$ cat src/rtl/btn_event_decoder.sv
// -----------------------------------------------------------------------------
// btn_event_decoder
//
// Turns a debounced button level into gesture pulses for the watch mode and
// setting controllers: short press, long press, double click, and an
// auto-repeat pulse train while a long press stays held.
//
// All timing is measured in ticks of a free-running prescaler. The prescaler
// and the tick counter restart on every state change, so every timeout is an
// exact multiple of TICK_DIV clock cycles from the edge that caused it.
//
// Parameters
//   TICK_DIV  clk cycles per timing tick
//   LONG_T    ticks a first press must be held to become a long press
//   DBL_T     ticks after release in which a second press may start
//             (0 disables double-click detection)
//   REPEAT_T  ticks between repeat pulses while a long press is held
//
// Ports
//   clk          system clock
//   rst          synchronous, active-high reset
//   i_btn_level  debounced button level, 1 = pressed
//   o_short      one-cycle pulse, short press recognised
//   o_long       one-cycle pulse, long-press threshold reached
//   o_double     one-cycle pulse, double click recognised
//   o_repeat     one-cycle pulse, auto-repeat during a long press
//   o_held       level, button held in PRESSED / LONG_HELD / SECOND_PRESSED
//   o_state      current state code, for debug
//
// State table
//   state          | meaning
//   ---------------+---------------------------------------------------------
//   IDLE       (0) | waiting for a press
//   PRESSED    (1) | first press held, long-press timer running
//   LONG_HELD  (2) | long press recognised, repeat timer running
//   WAIT_SECOND(3) | first press released, double-click window open
//   SECOND_PRES(4) | second press held, double click on release
// -----------------------------------------------------------------------------
module btn_event_decoder #(
    parameter int TICK_DIV = 100000,
    parameter int LONG_T   = 1000,
    parameter int DBL_T    = 300,
    parameter int REPEAT_T = 200
) (
    input  logic       clk,
    input  logic       rst,
    input  logic       i_btn_level,
    output logic       o_short,
    output logic       o_long,
    output logic       o_double,
    output logic       o_repeat,
    output logic       o_held,
    output logic [2:0] o_state
);

    localparam int MAX_T_LD = (LONG_T > DBL_T) ? LONG_T : DBL_T;
    localparam int MAX_T    = (MAX_T_LD > REPEAT_T) ? MAX_T_LD : REPEAT_T;
    localparam int PW       = (TICK_DIV > 1) ? $clog2(TICK_DIV) : 1;
    localparam int TW       = (MAX_T > 0) ? $clog2(MAX_T + 1) : 1;

    localparam logic [PW-1:0] PRESC_LAST = PW'(TICK_DIV - 1);
    localparam logic [TW-1:0] LONG_LAST  = TW'((LONG_T > 0) ? LONG_T - 1 : 0);
    localparam logic [TW-1:0] DBL_LAST   = TW'((DBL_T > 0) ? DBL_T - 1 : 0);
    localparam logic [TW-1:0] REP_LAST   = TW'((REPEAT_T > 0) ? REPEAT_T - 1 : 0);
    localparam logic [TW-1:0] TCNT_MAX   = {TW{1'b1}};
    localparam bit            DBL_EN     = (DBL_T > 0);

    typedef enum logic [2:0] {
        ST_IDLE           = 3'd0,
        ST_PRESSED        = 3'd1,
        ST_LONG_HELD      = 3'd2,
        ST_WAIT_SECOND    = 3'd3,
        ST_SECOND_PRESSED = 3'd4
    } state_t;

    state_t          state;
    state_t          state_nx;
    logic            level_d;
    logic [PW-1:0]   presc;
    logic [TW-1:0]   tcnt;

    logic            rise;
    logic            fall;
    logic            tick;
    logic            tmo_long;
    logic            tmo_dbl;
    logic            tmo_rep;
    logic            state_chg;

    logic            short_nx;
    logic            long_nx;
    logic            double_nx;
    logic            repeat_nx;
    logic            tcnt_clr;

    // ------------------------------------------------------------------
    // Edge detection
    // ------------------------------------------------------------------
    // The level is sampled during reset as well, so a button that is
    // already held when reset is released does not look like a new press.
    always_ff @(posedge clk) begin
        level_d <= i_btn_level;
    end

    assign rise = i_btn_level & ~level_d;
    assign fall = ~i_btn_level & level_d;

    // ------------------------------------------------------------------
    // Timebase
    // ------------------------------------------------------------------
    assign tick     = (presc == PRESC_LAST);
    assign tmo_long = tick && (tcnt == LONG_LAST);
    assign tmo_dbl  = tick && (tcnt == DBL_LAST);
    assign tmo_rep  = tick && (tcnt == REP_LAST);

    assign state_chg = (state_nx != state);

    always_ff @(posedge clk) begin
        if (rst) begin
            presc <= '0;
            tcnt  <= '0;
        end else if (state_chg) begin
            presc <= '0;
            tcnt  <= '0;
        end else begin
            presc <= tick ? '0 : presc + 1'b1;
            // tcnt saturates so a long SECOND_PRESSED hold cannot wrap
            // around into a spurious timeout value.
            if (tcnt_clr) begin
                tcnt <= '0;
            end else if (tick && (tcnt != TCNT_MAX)) begin
                tcnt <= tcnt + 1'b1;
            end
        end
    end

    // ------------------------------------------------------------------
    // FSM state register
    // ------------------------------------------------------------------
    always_ff @(posedge clk) begin
        if (rst) begin
            state <= ST_IDLE;
        end else begin
            state <= state_nx;
        end
    end

    // ------------------------------------------------------------------
    // FSM next state and pulse decisions
    // ------------------------------------------------------------------
    // Where a button edge and a timeout land in the same cycle the edge is
    // tested first, so the edge always wins.
    always_comb begin
        state_nx  = state;
        short_nx  = 1'b0;
        long_nx   = 1'b0;
        double_nx = 1'b0;
        repeat_nx = 1'b0;
        tcnt_clr  = 1'b0;

        case (state)
            ST_IDLE: begin
                if (rise) begin
                    state_nx = ST_PRESSED;
                end
            end

            ST_PRESSED: begin
                if (fall) begin
                    if (DBL_EN) begin
                        state_nx = ST_WAIT_SECOND;
                    end else begin
                        short_nx = 1'b1;
                        state_nx = ST_IDLE;
                    end
                end else if (tmo_long) begin
                    long_nx  = 1'b1;
                    state_nx = ST_LONG_HELD;
                end
            end

            ST_LONG_HELD: begin
                if (fall) begin
                    state_nx = ST_IDLE;
                end else if (tmo_rep) begin
                    repeat_nx = 1'b1;
                    tcnt_clr  = 1'b1;
                end
            end

            ST_WAIT_SECOND: begin
                if (rise) begin
                    state_nx = ST_SECOND_PRESSED;
                end else if (tmo_dbl) begin
                    short_nx = 1'b1;
                    state_nx = ST_IDLE;
                end
            end

            ST_SECOND_PRESSED: begin
                if (fall) begin
                    double_nx = 1'b1;
                    state_nx  = ST_IDLE;
                end
            end

            default: begin
                state_nx = ST_IDLE;
            end
        endcase
    end

    // ------------------------------------------------------------------
    // Registered pulse outputs
    // ------------------------------------------------------------------
    always_ff @(posedge clk) begin
        if (rst) begin
            o_short  <= 1'b0;
            o_long   <= 1'b0;
            o_double <= 1'b0;
            o_repeat <= 1'b0;
        end else begin
            o_short  <= short_nx;
            o_long   <= long_nx;
            o_double <= double_nx;
            o_repeat <= repeat_nx;
        end
    end

    assign o_held = (state == ST_PRESSED) ||
                    (state == ST_LONG_HELD) ||
                    (state == ST_SECOND_PRESSED);

    assign o_state = state;

endmodule
$ cat config.mk
export PLATFORM = sky130hd
export DESIGN_NAME = btn_event_decoder
export DESIGN_NICKNAME = d
export VERILOG_FILES = /design/src/rtl/btn_event_decoder.sv
export SDC_FILE = /design/constraint.sdc
export NUM_CORES = 1
export LEC_CHECK = 0
export CAP_MARGIN = 10
export CELL_PAD_IN_SITES_DETAIL_PLACEMENT = 1
export CELL_PAD_IN_SITES_GLOBAL_PLACEMENT = 2
export CORE_ASPECT_RATIO = 0.9
export CORE_MARGIN = 1.5
export CORE_UTILIZATION = 36
export CTS_CLUSTER_DIAMETER = 100
export CTS_CLUSTER_SIZE = 28
export DETAILED_ROUTE_END_ITERATION = 6
export PLACE_DENSITY = 0.78
export REMOVE_ABC_BUFFERS = 1
export SLEW_MARGIN = 20
export SYNTH_ARGS = -nofsm -noshare
export SYNTH_HDL_FRONTEND = slang
export SYNTH_SLANG_ARGS = --single-unit
$ cat constraint.sdc
create_clock -name clk -period 1.9 [get_ports clk]
set_input_delay 0.285 -clock clk [delete_from_list [all_inputs] [get_ports clk]]
set_output_delay 0.285 -clock clk [all_outputs]
set_load 0.01 [all_outputs]
==> metrics.md <==
| Metric | Value |
|---|---|
| Core Area | `4955 um2` |
| Synth Instances | `215` |
| Max-cap violation count | `0` |
| CTS Buffer Depth | `2` |
| Final Cycle Share | `0.9354` |
| Setup-failing EPs final | `0` |
| Maximum clock rate | `562.6 MHz` |
| Crit-path max cell delay | `0.54 ns` |
| Largest net degree at the start of global routing | `19` |
| Pins over their slew limit | `0` |
| Unique cell type count in the Yosys netlist | `47` |
| Max VDD drop | `329.4 uV` |
| Mapped cell area | `1887 um2` |
| Clock transition at path regs | `0.07 ns` |
| Synth Area in Compound Gates | `0.09549` |
| CP Max Fanout | `9` |
| Post-route ant nets | `0` |
| # IOs | `11` |
| WP data required | `1.62 ns` |
| CTS Hold Buffers Added | `0` |
| Ys flop type | `dfxtp_1` |
| # nets final | `260` |
| Global-route wire length before repair | `8694 um` |
| Post-Synth Simple-Gate Area | `0.3594` |
| Port Buf Inserts | `10` |
| Switching Fraction | `0.2588` |
| Pleak | `0.0008692 uW` |
| FFs w/ async S/R, synth | `0` |
| Clk_lat worst skew | `0.29 ns` |
| WHS | `0.5448 ns` |
| RSZ-0062 raised after global routing | `false` |
| Iter 0 DRT Violations | `60` |
| All-Layer GR Usage | `0.1974` |
| Fin crit period | `1.777 ns` |
| CP Buf/Inv Count | `2` |
| Overall Power | `1717 uW` |
| Clock power frac | `0.394` |
| Critical path's top delay family | `buffers and inverters` |
| Sequential power share | `0.453` |
| Worst setup path category | `reg -> out` |
| Synth Area in Adders | `0.01326` |
| Vias | `1730` |
| Final Hold Fails | `0` |
| XOR/XNOR Fraction of Synth Area | `0.1114` |
| Die Width | `79.31 um` |
| H-tree levels | `2` |
| HP Class | `reg -> reg` |
| # rows | `24` |
| Status | `completed` |
| Slowest-stage cell, CP | `clkdlybuf4s50_1` |
| CTS sink cnt | `35` |
| # diodes | `0` |
| Die height | `71.68 um` |
| Area Growth Syn to Fin | `29.64%` |
| DR pass1 iterations | `4` |
| Skew final | `0.003467 ns` |
| Total gr overflow | `0` |
| Sequential cell area fraction in the yosys report | `0.3714` |
| Clock tree root driver cell | `clkbuf_8` |
| Drt drc | `0` |
| Num CTS Buffers | `5` |
| Rel. slew slack | `0.7396` |
| Via density | `5.389` |
| Combinational family with the most area after synthesis | `simple AND/OR/NAND/NOR gates` |
| Startpoint class of the critical path | `register` |
| Seq cells post-synth | `35` |
| Combinational share of power | `0.153` |
| Cell Int Power | `1273 uW` |
| Initial antenna violation count | `0` |
| Die ar. | `5685 um2` |
| Pwr per Cell Area | `701.9 nW/um2` |
| CP Capture Type | `output port` |
| CTS tree | `built` |
| CP Cell Sequence | `buf_4 > clkdlybuf4s50_1` |
| Most common cell after layout, fill and taps aside | `dfxtp_1` |
| RePlAce Congestion | `0.7935` |
| Most frequent cells in the layout | `33 x dfxtp_1, 32 x buf_4, 22 x nor2_1` |
| Post-synthesis mux area share | `0.01127` |
| Wirelength per Cell | `15.88 um` |
| Slew @ Worst Pin | `0.3873 ns` |
| Synthesis Warnings | `0` |
| CP arrival | `1.49 ns` |
| Share of cells above drive strength 1 | `0.2461` |
| Total Routed Length | `5099 um` |
| Via count of the first global-routing pass | `1805` |
| Initial Utilization | `0.3808` |
| Switching power | `444.3 uW` |
| Hpwl dp | `3726 um` |
| Post-synth EDFFs | `0` |
| Syn Area/Cell | `8.776 um2` |
==> worst min-delay path: stages (launching register included) <==
cell	delay [ns]
dfxtp_1	0.34
buf_4	0.12
nor3_1	0.04
==> synth_stat cells, types with 3 or more instances <==
cell      number  share of area
nor3b_1        3          0.012
dfxtp_1       35           0.37
nand4_1       11          0.036
nor4b_1        5          0.023
o31ai_1        3          0.012
and3_1         7          0.023
a21oi_1        4          0.011
nor4_1         8          0.027
nand2_1       12          0.024
nor2b_1        4          0.013
nor3_1        15          0.040
buf_2          3         0.0080
xnor2_1       15          0.070
inv_1          7          0.014
and4_1         3          0.014
o21ai_0        7          0.019
nand3_1        8          0.021
xor2_1         9          0.042
nor2_1        22          0.044
clkbuf_1       3         0.0060
==> power by group through the flow <==
stage                     Sequential (uW)  Combinational, uW  Clock, uW
after CTS                             777                268        701
after global routing                  781                289        732
after global placement                791                257          0
after detailed placement              794                266          0
after floorplan                       799                121          0
final                                 777                263        676
==> area by class of cell <==
| type | count | area (um2) |
|---|---|---|
| Sequential cell | 35 | 703.2 |
| Multi-Input combinational cell | 164 | 1180 |
| Clock inverter | 3 | 43.79 |
| Inverter | 7 | 26.28 |
| Fill cell | 600 | 2509 |
| Tap cell | 65 | 81.33 |
| Timing Repair Buffer | 42 | 342.8 |
| Clock buffer | 5 | 68.82 |
==> repair_timing <==
item | 4_1_cts | 5_1_grt
setup buffers | 0 | 2
setup endpoints to repair | 14 | 13
pin swaps | 0 | 3
cloned | 0 | 0
resized for setup | 2 | 13
==> flip-flops by register name, summed over array words and instances (netlist names) <==
register  cells
o_repeat      1
presc        17
o_long        1
o_double      1
o_state       3
o_short       1
level_d       1
tcnt         10
==> worst paths after layout <==
| kind | startpoint | end | slack, ns | cells after the start |
|---|---|---|---|---|
| min | presc[0] | presc[0] | 0.54 | 2 |
| max reg2reg | tcnt[0] | tcnt[5] | 0.12 | 7 |
| max | o_state[1] | o_state[1] | 0.12 | 2 |
| min reg2reg | presc[0] | presc[0] | 0.54 | 2 |
==> logic make-up after synthesis <==
logic type	after synthesis
muxes	2
adders and majority gates	2
DFF	35
AOI/OAI and AO/OA	24
and+or+nand+nor	112
xor gates and xnor gates	24
buffers and inverters	16
==> through the flow <==
stage | instance area, um2 | std cells | util | TNS [ns] | worst slack (ns)
final | 2446 | 321 | 0.4937 | 0 | 0.1227
after global routing | 2446 | 321 | 0.4937 | 0 | 0.004656
after CTS | 2367 | 319 | 0.4778 | 0 | 0.03998
after detailed placement | 2248 | 311 | 0.4538 | -0.1102 | -0.03487
after global placement | 2248 | 311 | 0.4538 | 0 | 0.06019
after floorplan | 1842 | 206 | - | 0 | 0.08678
==> layer usage <==
metal | GRT usage | wire length, um | vias to the layer above
li1 | - | - | 860
met1 | 0.2480 | 2469 | 839
met2 | 0.3343 | 2404 | 22
met3 | 0.04204 | 122 | 9
met4 | 0.07018 | 103 | 0
met5 | 0 | 0 | -
Note: power is estimated with default switching activity, not from simulation.
